### config.mk
export PLATFORM = sky130hd
export DESIGN_NAME = score_keeper_flat
export DESIGN_NICKNAME = d
export VERILOG_FILES = /design/src/rtl/score_keeper_pkg.sv /design/src/rtl/score_keeper_if.sv /design/src/rtl/score_keeper_bcd2_counter.sv /design/src/rtl/score_keeper.sv /design/src/flat_wrapper.sv
export SDC_FILE = /design/constraint.sdc
export NUM_CORES = 1
export LEC_CHECK = 0
export ABC_AREA = 1
export BUFFER_PORTS_ARGS = -buffer_cell sky130_fd_sc_hd__clkbuf_2
export CAP_MARGIN = 20
export CELL_PAD_IN_SITES_DETAIL_PLACEMENT = 1
export CELL_PAD_IN_SITES_GLOBAL_PLACEMENT = 2
export CORE_UTILIZATION = 32
export DETAILED_ROUTE_END_ITERATION = 10
export GPL_ROUTABILITY_DRIVEN = 0
export HOLD_SLACK_MARGIN = 0.08
export PLACE_DENSITY = 0.79
export SKIP_LAST_GASP = 1
export SLEW_MARGIN = 25
export SYNTH_ARGS = -nofsm -noshare
export SYNTH_HDL_FRONTEND = slang
export SYNTH_SLANG_ARGS = --single-unit
### constraint.sdc
create_clock -name clk -period 3.7 [get_ports clk]
set_clock_uncertainty 0.2 [all_clocks]
set_input_delay 0.37 -clock clk [delete_from_list [all_inputs] [get_ports clk]]
set_output_delay 0.37 -clock clk [all_outputs]
set_load 0.005 [all_outputs]
### src/rtl/score_keeper_pkg.sv
// Shared types and constants for the score keeper: FSM state encoding,
// serve-side ball codes, parameter defaults and a BCD-to-binary helper.
package score_keeper_pkg;

    typedef enum logic [1:0] {
        ST_IDLE  = 2'd0,
        ST_SERVE = 2'd1,
        ST_PLAY  = 2'd2,
        ST_OVER  = 2'd3
    } state_e;

    localparam logic [1:0] BALL_NONE  = 2'b00;
    localparam logic [1:0] BALL_LEFT  = 2'b01;
    localparam logic [1:0] BALL_RIGHT = 2'b10;

    localparam int WIN_SCORE_DEF    = 11;
    localparam int SERVE_FRAMES_DEF = 120;

    // Two BCD digits to a binary value 0..99, used for the win comparison.
    function automatic logic [6:0] bcd2_to_bin(input logic [3:0] tens,
                                               input logic [3:0] ones);
        logic [6:0] tens_w;
        logic [6:0] ones_w;
        tens_w = {3'b000, tens};
        ones_w = {3'b000, ones};
        return (tens_w * 7'd10) + ones_w;
    endfunction

endpackage

### src/rtl/score_keeper_if.sv
// Game-control bus: event pulses in, score digits and overlay controls out.
interface score_keeper_if;
    logic       frame_tick;
    logic       start;
    logic       point_l;
    logic       point_r;
    logic [3:0] dig0;
    logic [3:0] dig1;
    logic [3:0] dig2;
    logic [3:0] dig3;
    logic [1:0] ball;
    logic       ball_en;
    logic       game_over;

    // Driver of events / consumer of display state.
    modport master (
        output frame_tick, start, point_l, point_r,
        input  dig0, dig1, dig2, dig3, ball, ball_en, game_over
    );

    // The score keeper itself.
    modport slave (
        input  frame_tick, start, point_l, point_r,
        output dig0, dig1, dig2, dig3, ball, ball_en, game_over
    );
endinterface

### src/rtl/score_keeper_bcd2_counter.sv
// Two-digit BCD score counter with clear, increment and saturation at 99.
// Also exposes the incremented value so the caller can test a win before
// committing the point.
module bcd2_counter (
    input  logic       clk,
    input  logic       reset_n,
    input  logic       clr,
    input  logic       inc,
    output logic [3:0] ones,
    output logic [3:0] tens,
    output logic [3:0] ones_inc,
    output logic [3:0] tens_inc
);
    logic [3:0] ones_q;
    logic [3:0] ones_d;
    logic [3:0] tens_q;
    logic [3:0] tens_d;
    logic [3:0] ones_p1_s;
    logic [3:0] tens_p1_s;

    // Saturating BCD +1 of the current value; a ones digit >= 9 carries so no nibble above 9 is produced.
    always_comb begin
        ones_p1_s = ones_q;
        tens_p1_s = tens_q;
        if ((tens_q >= 4'd9) && (ones_q >= 4'd9)) begin
            ones_p1_s = 4'd9;
            tens_p1_s = 4'd9;
        end else if (ones_q >= 4'd9) begin
            ones_p1_s = 4'd0;
            tens_p1_s = tens_q + 4'd1;
        end else begin
            ones_p1_s = ones_q + 4'd1;
            tens_p1_s = tens_q;
        end
    end

    // Next count: clear wins over increment, otherwise hold.
    always_comb begin
        ones_d = ones_q;
        tens_d = tens_q;
        if (clr) begin
            ones_d = 4'd0;
            tens_d = 4'd0;
        end else if (inc) begin
            ones_d = ones_p1_s;
            tens_d = tens_p1_s;
        end else begin
            ones_d = ones_q;
            tens_d = tens_q;
        end
    end

    // Count register.
    always_ff @(posedge clk or negedge reset_n) begin
        if (!reset_n) begin
            ones_q <= 4'd0;
            tens_q <= 4'd0;
        end else begin
            ones_q <= ones_d;
            tens_q <= tens_d;
        end
    end

    assign ones     = ones_q;
    assign tens     = tens_q;
    assign ones_inc = ones_p1_s;
    assign tens_inc = tens_p1_s;

endmodule

### src/rtl/score_keeper.sv
// Pong-style score keeper: game FSM, serve-pause timer and two BCD score
// counters. All display outputs are registered.
module score_keeper
    import score_keeper_pkg::*;
#(
    parameter int WIN_SCORE    = WIN_SCORE_DEF,
    parameter int SERVE_FRAMES = SERVE_FRAMES_DEF
) (
    input  logic           clk,
    input  logic           reset_n,
    score_keeper_if.slave  sk
);
    localparam logic [7:0] SERVE_LOAD = 8'(SERVE_FRAMES);
    localparam logic [6:0] WIN_BIN    = 7'(WIN_SCORE);

    state_e     state_q;
    state_e     state_d;
    logic [7:0] timer_q;
    logic [7:0] timer_d;
    logic [1:0] ball_q;
    logic [1:0] ball_d;
    logic       ball_en_q;
    logic       ball_en_d;
    logic       game_over_q;
    logic       game_over_d;

    logic       clr_s;
    logic       inc_l_s;
    logic       inc_r_s;
    logic       win_s;
    logic [3:0] l_ones_s;
    logic [3:0] l_tens_s;
    logic [3:0] r_ones_s;
    logic [3:0] r_tens_s;
    logic [3:0] l_ones_inc_s;
    logic [3:0] l_tens_inc_s;
    logic [3:0] r_ones_inc_s;
    logic [3:0] r_tens_inc_s;

    bcd2_counter u_left (
        .clk      (clk),
        .reset_n  (reset_n),
        .clr      (clr_s),
        .inc      (inc_l_s),
        .ones     (l_ones_s),
        .tens     (l_tens_s),
        .ones_inc (l_ones_inc_s),
        .tens_inc (l_tens_inc_s)
    );

    bcd2_counter u_right (
        .clk      (clk),
        .reset_n  (reset_n),
        .clr      (clr_s),
        .inc      (inc_r_s),
        .ones     (r_ones_s),
        .tens     (r_tens_s),
        .ones_inc (r_ones_inc_s),
        .tens_inc (r_tens_inc_s)
    );

    // Win test on the post-point score of whichever side(s) scored this cycle.
    always_comb begin
        win_s = 1'b0;
        if (sk.point_l && (bcd2_to_bin(l_tens_inc_s, l_ones_inc_s) >= WIN_BIN)) begin
            win_s = 1'b1;
        end else if (sk.point_r && (bcd2_to_bin(r_tens_inc_s, r_ones_inc_s) >= WIN_BIN)) begin
            win_s = 1'b1;
        end else begin
            win_s = 1'b0;
        end
    end

    // Game FSM next state, serve timer, serve side and counter controls.
    always_comb begin
        state_d = state_q;
        timer_d = timer_q;
        ball_d  = ball_q;
        clr_s   = 1'b0;
        inc_l_s = 1'b0;
        inc_r_s = 1'b0;
        case (state_q)
            ST_IDLE, ST_OVER: begin
                if (sk.start) begin
                    clr_s   = 1'b1;
                    ball_d  = BALL_LEFT;
                    timer_d = SERVE_LOAD;
                    state_d = ST_SERVE;
                end else begin
                    state_d = state_q;
                end
            end
            ST_SERVE: begin
                if (sk.frame_tick) begin
                    if (timer_q <= 8'd1) begin
                        timer_d = 8'd0;
                        state_d = ST_PLAY;
                    end else begin
                        timer_d = timer_q - 8'd1;
                    end
                end else begin
                    timer_d = timer_q;
                end
            end
            ST_PLAY: begin
                if (sk.point_l || sk.point_r) begin
                    inc_l_s = sk.point_l;
                    inc_r_s = sk.point_r;
                    if (win_s) begin
                        ball_d  = BALL_NONE;
                        timer_d = 8'd0;
                        state_d = ST_OVER;
                    end else begin
                        timer_d = SERVE_LOAD;
                        state_d = ST_SERVE;
                        if (sk.point_l && !sk.point_r) begin
                            ball_d = BALL_RIGHT;
                        end else if (sk.point_r && !sk.point_l) begin
                            ball_d = BALL_LEFT;
                        end else begin
                            ball_d = ball_q;
                        end
                    end
                end else begin
                    state_d = ST_PLAY;
                end
            end
            default: begin
                state_d = ST_IDLE;
                ball_d  = BALL_NONE;
                timer_d = 8'd0;
            end
        endcase
        ball_en_d   = (state_d == ST_PLAY);
        game_over_d = (state_d == ST_OVER);
    end

    // State, timer and registered control outputs.
    always_ff @(posedge clk or negedge reset_n) begin
        if (!reset_n) begin
            state_q     <= ST_IDLE;
            timer_q     <= 8'd0;
            ball_q      <= BALL_NONE;
            ball_en_q   <= 1'b0;
            game_over_q <= 1'b0;
        end else begin
            state_q     <= state_d;
            timer_q     <= timer_d;
            ball_q      <= ball_d;
            ball_en_q   <= ball_en_d;
            game_over_q <= game_over_d;
        end
    end

    assign sk.dig0      = l_ones_s;
    assign sk.dig1      = l_tens_s;
    assign sk.dig2      = r_ones_s;
    assign sk.dig3      = r_tens_s;
    assign sk.ball      = ball_q;
    assign sk.ball_en   = ball_en_q;
    assign sk.game_over = game_over_q;

endmodule

### src/flat_wrapper.sv
// flat-port wrapper written by rule: the top's interface ports become plain ports
module score_keeper_flat import score_keeper_pkg::*;
#(
    parameter int WIN_SCORE    = WIN_SCORE_DEF,
    parameter int SERVE_FRAMES = SERVE_FRAMES_DEF
)
  (clk, reset_n, sk_frame_tick, sk_start, sk_point_l, sk_point_r, sk_dig0, sk_dig1, sk_dig2, sk_dig3, sk_ball, sk_ball_en, sk_game_over);
  score_keeper_if sk_i ();
  input  logic clk;
  input  logic reset_n;
  input wire logic [$bits(sk_i.frame_tick)-1:0] sk_frame_tick;
  input wire logic [$bits(sk_i.start)-1:0] sk_start;
  input wire logic [$bits(sk_i.point_l)-1:0] sk_point_l;
  input wire logic [$bits(sk_i.point_r)-1:0] sk_point_r;
  output wire logic [$bits(sk_i.dig0)-1:0] sk_dig0;
  output wire logic [$bits(sk_i.dig1)-1:0] sk_dig1;
  output wire logic [$bits(sk_i.dig2)-1:0] sk_dig2;
  output wire logic [$bits(sk_i.dig3)-1:0] sk_dig3;
  output wire logic [$bits(sk_i.ball)-1:0] sk_ball;
  output wire logic [$bits(sk_i.ball_en)-1:0] sk_ball_en;
  output wire logic [$bits(sk_i.game_over)-1:0] sk_game_over;
  assign sk_i.frame_tick = sk_frame_tick;
  assign sk_i.start = sk_start;
  assign sk_i.point_l = sk_point_l;
  assign sk_i.point_r = sk_point_r;
  assign sk_dig0 = sk_i.dig0;
  assign sk_dig1 = sk_i.dig1;
  assign sk_dig2 = sk_i.dig2;
  assign sk_dig3 = sk_i.dig3;
  assign sk_ball = sk_i.ball;
  assign sk_ball_en = sk_i.ball_en;
  assign sk_game_over = sk_i.game_over;
  score_keeper #(.WIN_SCORE(WIN_SCORE), .SERVE_FRAMES(SERVE_FRAMES)) u_core (.clk(clk), .reset_n(reset_n), .sk(sk_i));
endmodule
* Yosys cells after proc, flatten, opt, wreduce, memory -nomap -nowiden
Index checks and enable logic that the tools add are counted. W data, S select, Z words.
Cells by class: add/subtract/negate cells 7, multipliers 2, magnitude comparators 7, eq/ne operators 9, muxes and demuxes 42, reduce and logical (&&, ||, !) cells 16
Operators by type and width (count):
- $mux W4 | 16
- $mux W8 | 4
- $pmux W8 S3 | 1
- $mux W2 | 10
- $add A4 B1 Y4 const B | 4
- $ge A4 B4 Y1 const B | 4
- $add A7 B4 Y7 | 2
- $ge A7 B4 Y1 const B | 2
- $mul A4 B3 Y6 const B | 2
- $eq A2 B2 Y1 const B | 4
- $le A8 B1 Y1 const B | 1
- $mux W1 | 8
- $sub A8 B1 Y8 const B | 1
- $mux W7 | 1
- $logic_and A1 B1 Y1 | 6
- $pmux W2 S3 | 1
- $reduce_bool A2 Y1 | 3
- $ne A2 B2 Y1 const B | 2
- $ne A4 B1 Y1 const B | 1
- $pmux W2 S2 | 1
- $reduce_and A4 Y1 | 1
- $reduce_and A3 Y1 | 1
- $eq A2 B1 Y1 const B | 1
- $logic_not A1 Y1 | 2
- other kinds (4) | 4
Word-level totals: bits in registers 30, bits of input ports 6, output and inout bits 20, logic and storage cells 92

* Logic depth before layout (Yosys ltp)
word-level depth 13, depth in mapped cells 27

* Modules after synthesis
A second synthesis with hierarchy kept.
Second synthesis, totals: cells, all modules 366, area, all modules 2712.6 um^2
Modules (own cells, without submodules):
- score_keeper | instances 1, cells an instance 200, area each 1391.3 um^2, seq. area each 350.3 um^2
- bcd2_counter | instances 2, cells an instance 83, area each 660.6 um^2, seq. area each 200.2 um^2

* Worst setup path after synthesis
OpenSTA, ideal clock, no wires.
kind register -> register, start point register u_core.u_right.ones_q[0], in the netlist u_core.u_right.ones[0], end point register u_core.timer_q[3], setup time 78 ps, arrival 3206 ps, required time 3422 ps, setup slack 216 ps, cell stages (with the launch flop) 26, buffers on the path 0, clock period less this slack 3484 ps, cell sequence dfrtp_1 > ha_1 > nand3b_4 > nand2_4 > inv_2 > nand2_2 > inv_1 > a22oi_1 > inv_1 > ha_1 > ha_1 > fa_1 > nand2_1 > inv_2 > nand3_1 > nand3_1 > nand2_1 > nand2_1 > nand2_1 > inv_2 > nand3_2 > nand2_8 > nand2_4 > clkinv_4 > nand2_4 > a21boi_1
Between the ends: cells in the longest elaborated chain, start to end 12
Ends and longest elaborated chain:
- from (decl) | line score_keeper_bcd2_counter.sv:14 | logic [3:0] ones_q;
- from (signal assigned) | line score_keeper_bcd2_counter.sv:59 | ones_q <= ones_d;
- $ge A4 B4 Y1 | line score_keeper_bcd2_counter.sv:25, score_keeper_bcd2_counter.sv:28
- $mux W4 / $logic_and A1 B1 Y1 (equally long branches) | line score_keeper_bcd2_counter.sv:28, score_keeper_bcd2_counter.sv:25
- $mux W4 | line score_keeper_bcd2_counter.sv:25 | if ((tens_q >= 4'd9) && (ones_q >= 4'd9)) begin
- $mul A4 B3 Y6 | line score_keeper_pkg.sv:26 | return (tens_w * 7'd10) + ones_w;
- $add A7 B4 Y7 * | line score_keeper_pkg.sv:26
- $ge A7 B4 Y1 * | line score_keeper.sv:67 | end else if (sk.point_r && (bcd2_to_bin(r_tens_inc_s, r_ones_inc_s) >= WIN_BIN)) begin
- $logic_and A1 B1 Y1 * | line score_keeper.sv:67
- $mux W1 * | line score_keeper.sv:67
- $mux W1 * | line score_keeper.sv:65 | if (sk.point_l && (bcd2_to_bin(l_tens_inc_s, l_ones_inc_s) >= WIN_BIN)) begin
- $mux W7 * | line score_keeper.sv:109 | if (win_s) begin
- $mux W8 * | line score_keeper.sv:106 | if (sk.point_l || sk.point_r) begin
- $pmux W8 S3 * | line score_keeper.sv:82 | case (state_q)
- to (signal assigned) | line score_keeper.sv:148 | timer_q <= timer_d;
- to (decl) | line score_keeper.sv:18 | logic [7:0] timer_q;
Mark *: on every way between the ends. The rest lies on a longest branch, timed or not. The select of a mux whose other input is x is not followed. A chain may end at the register's enable or synchronous reset.

* Final worst setup path
start point register u_core.u_left.ones_q[0], in the netlist u_core.u_left.ones[0], end point register u_core.timer_q[5]
Between the ends: cells in the longest elaborated chain, start to end 11
Ends and longest elaborated chain (line):
- from (decl) | score_keeper_bcd2_counter.sv:14
- from (signal assigned) | score_keeper_bcd2_counter.sv:59
- $ge A4 B4 Y1 | score_keeper_bcd2_counter.sv:25, score_keeper_bcd2_counter.sv:28
- $mux W4 / $logic_and A1 B1 Y1 (equally long branches) | score_keeper_bcd2_counter.sv:28, score_keeper_bcd2_counter.sv:25
- $mux W4 | score_keeper_bcd2_counter.sv:25
- $mul A4 B3 Y6 | score_keeper_pkg.sv:26
- $add A7 B4 Y7 * | score_keeper_pkg.sv:26
- $ge A7 B4 Y1 * | score_keeper.sv:65
- $logic_and A1 B1 Y1 * | score_keeper.sv:65
- $mux W1 * | score_keeper.sv:65
- $mux W7 * | score_keeper.sv:109
- $mux W8 * | score_keeper.sv:106
- $pmux W8 S3 * | score_keeper.sv:82
Marked as above.

==> impl_metrics.py <==
metrics = {
    "sta": {
        "final_hold_viol_count": 0,
        "finalSetupTns_ps": 0,
        "period_minus_slack_ps": 3649,
        "slew_headroom": 0.4524,
        "post-route-period-util": 0.9863,
        "rsz0062_at_grt": "true",
        "worst_slew_pin_slew_ps": 821.4,
        "setup_viol": 0,
        "finalMaxSlewViolations": 0,
        "fmax_mhz": 274.0,
        "holdWs_ps": 301.2,
    },
    "place": {
        "portBuffers": 25,
        "place_hpwl_mm": 5.391,
        "dp.cells": 470,
    },
    "cts": {
        "htreeDepth": 2,
        "clk_latency_ps": 280,
        "cts_sinks": 30,
        "cts_inserted_buffers": 5,
        "clockBufferDepth": 2,
        "path_clk_slew_ps": 70,
        "cts_tree": "yes",
        "ctsRootBufferMaster": "clkbuf_8",
    },
    "grt": {
        "grt.total_usage": 0.1759,
        "grt_max_degree": 31,
        "grt_overflow_total": 0,
        "antenna_found_initial": 0,
        "grt_pass1_wl_mm": 11.94,
        "grt_pass1_vias": 2466,
    },
    "logic_synthesis": {
        "synth_warnings": 0,
        "yosysTopAreaCellShare": 0.2867,
        "synth_cell_types": 46,
        "synth_seq_cells": 30,
        "yosys-top-cells-area": "dfrtp_1 (29%), ha_1 (13%), nand2_1 (9.3%)",
        "ys_seq_area_frac": 0.2867,
        "syn_area_per_cell_um2": 7.960,
        "postSynthCellCount": 329,
        "yosysTopAreaCell": "dfrtp_1",
        "synth_ff_type": "dfrtp_1",
        "syn-num-nets": 367,
        "synthArstFlopShare": 1.000,
        "synth_area_um2": 2619,
        "synth_edf_count": 0,
    },
    "finish": {
        "drive_gt1_frac": 0.3879,
        "utilization": 0.4391,
        "synthToLayoutAreaGrowth_pct": 30.91,
        "nets": 434,
        "final_cells": 499,
        "diodes": 0,
    },
    "detailed_routing": {
        "dr.pass1.iters": 4,
        "wl_mm": 7.178,
        "avgViaCountPerCell": 4.818,
        "drt-initial-drc-count": 35,
        "final_antenna_net_count": 0,
        "wl_per_cell_um": 14.38,
        "drc": 0,
        "vias": 2404,
    },
    "floorplan": {
        "initial_core_util": 0.3354,
        "rows": 32,
        "coreArea_um2": 7807,
        "io_pins": 26,
        "die-area_um2": 8550,
        "fp.dieH_um": 92.47,
        "die_w_um": 92.47,
    },
    "worst_setup_path": {
        "cpMostUsedCell": "nand2_2",
        "startpoint_type": "flip-flop",
        "worst-setup-path-type": "reg2reg",
        "worst-path-max-fanout": 4,
        "r2r_slack_ps": 50,
        "crit_start": "u_core.u_left.ones[0]$_DFFE_PN0P_",
        "cp.required_ps": 3720,
        "end_kind": "flip-flop",
        "crit_slowest_cell": "fa_1",
        "critical_path.endpoint": "u_core.timer_q[5]$_DFFE_PN0P_",
        "cp.arrival_ps": 3660,
        "slowest_delay_ps": 580,
        "rr_startpoint": "u_core.u_left.ones[0]$_DFFE_PN0P_",
        "reg2reg_depth": 26,
        "timing.rr.end": "u_core.timer_q[5]$_DFFE_PN0P_",
    },
    "power_and_ir_drop": {
        "powerDensity_nw_per_um2": 343.1,
        "ir_worst_vdd_uv": 218.2,
        "p_leak_nw": 1.838,
        "p_seq_frac": 0.357,
        "design_power_total_mw": 1.176,
        "p_clk_frac": 0.288,
        "p_comb_frac": 0.355,
        "swShare": 0.3748,
        "p_sw_uw": 440.9,
        "internal-power_uw": 735.4,
    },
    "min_path": {
        "hp-class": "reg2reg",
        "hold_start": "u_core.sk.ball[1]$_DFFE_PN0P_",
    },
    "run": {
        "max_cap_viol_count": 0,
    },
    "status": {
        "status": "complete, no violations",
    },
}
==> through the flow <==
step	setup WS, ps	area [um^2]
floorplan	216.0	2619
global placement	74.44	2968
detailed placement	-49.52	2968
CTS	18.88	3120
global route	-206.1	3428
finish	50.83	3428
==> timing repair <==
| item | CTS | global route |
|---|---|---|
| endpoints found under the hold margin | 30 | 0 |
| hold buffers | 1 | 0 |
| endpoints found under the setup margin | 9 | 9 |
| pin swaps | 0 | 24 |
| buffers inserted | 3 | 17 |
| gates resized for setup | 3 | 46 |
==> registers in the layout, summed over array words and instances, names as in the netlist <==
| name | flops |
|---|---|
| u_core.sk.game_over | 1 |
| u_core.sk.ball | 2 |
| u_core.u_right.tens | 4 |
| u_core.u_left.ones | 4 |
| u_core.u_left.tens | 4 |
| u_core.u_right.ones | 4 |
| u_core.timer_q | 8 |
| u_core.state_q | 2 |
| u_core.sk.ball_en | 1 |
==> synth_stat cells (2+ instances only) <==
cell type  number
a21oi_1         8
a22oi_1         2
nand4_1         2
o22ai_1        10
nor3_1          3
fa_1            4
a21boi_1        3
nand2_4         5
nand3_1        24
xnor2_1         3
inv_1          48
o21ai_0        13
ha_1           28
xor2_1          4
nand2_2         6
nor3b_1         2
or2_2           2
nand4_2         2
o21ai_2         2
inv_2          13
nor2_1         17
nand2_1        65
a211oi_1        2
or2_0           2
nand3_2         8
a21boi_2        2
dfrtp_1        30
==> worst min path at each step <==
stage,endpoint,slack (ps),cells past startpoint
final,u_core.sk.ball[1]$_DFFE_PN0P_,300,2
after global routing,u_core.timer_q[2]$_DFFE_PN0P_,330,1
after CTS,u_core.timer_q[7]$_DFFE_PN0P_,310,1
after detailed placement,u_core.timer_q[7]$_DFFE_PN0P_,300,1
after global placement,u_core.timer_q[7]$_DFFE_PN0P_,290,1
after floorplan,u_core.sk.ball[0]$_DFFE_PN0P_,-130,0
==> cell type report <==
class,count,area [um^2]
inverters,63,246.5
fillers,957,4379
clock buffers,5,68.82
clock inverters,3,40.04
well taps,102,127.6
flip-flops and latches,30,755.7
repair buffers,62,405.4
multi-input cells,234,1784
==> metal layers <==
layer	GRT usage	wire (um)	vias to the layer above
li1	-	-	1209
met1	0.2353	3385	1158
met2	0.2994	3571	32
met3	0.02463	154	5
met4	0.03906	68	0
met5	0	0	-
==> cell usage in the layout, fill, tap and decap left out, drive strengths merged, types with 8 or more instances in the layout <==
| cell | instances |
|---|---|
| a21oi | 8 |
| buf | 36 |
| clkbuf | 30 |
| dfrtp | 30 |
| ha | 28 |
| inv | 62 |
| nand2 | 77 |
| nand3 | 32 |
| nor2 | 18 |
| o21ai | 16 |
| o22ai | 10 |
==> worst max-delay path, delay by kind of cell (launching register included) <==
family,cells,cell delay (ps)
fa+ha+maj,4,1180
simple gates,15,1110
flops,1,430
buf+inv,5,340
compound gates,2,300
==> cells by family after synthesis <==
family | share of synthesized area
flops | 0.2867
xor+xnor | 0.02341
fa+ha+maj | 0.1644
simple gates | 0.2862
compound gates | 0.1371
buf+inv | 0.1022
==> power groups by stage <==
stage / Clock [mW] / Combinational [mW] / Sequential (mW)
floorplan: 0 / 0.308 / 0.413
global placement: 0 / 0.402 / 0.425
detailed placement: 0 / 0.409 / 0.427
CTS: 0.351 / 0.411 / 0.421
global route: 0.359 / 0.478 / 0.427
finish: 0.339 / 0.418 / 0.420
(Power assumes the default switching activity.)
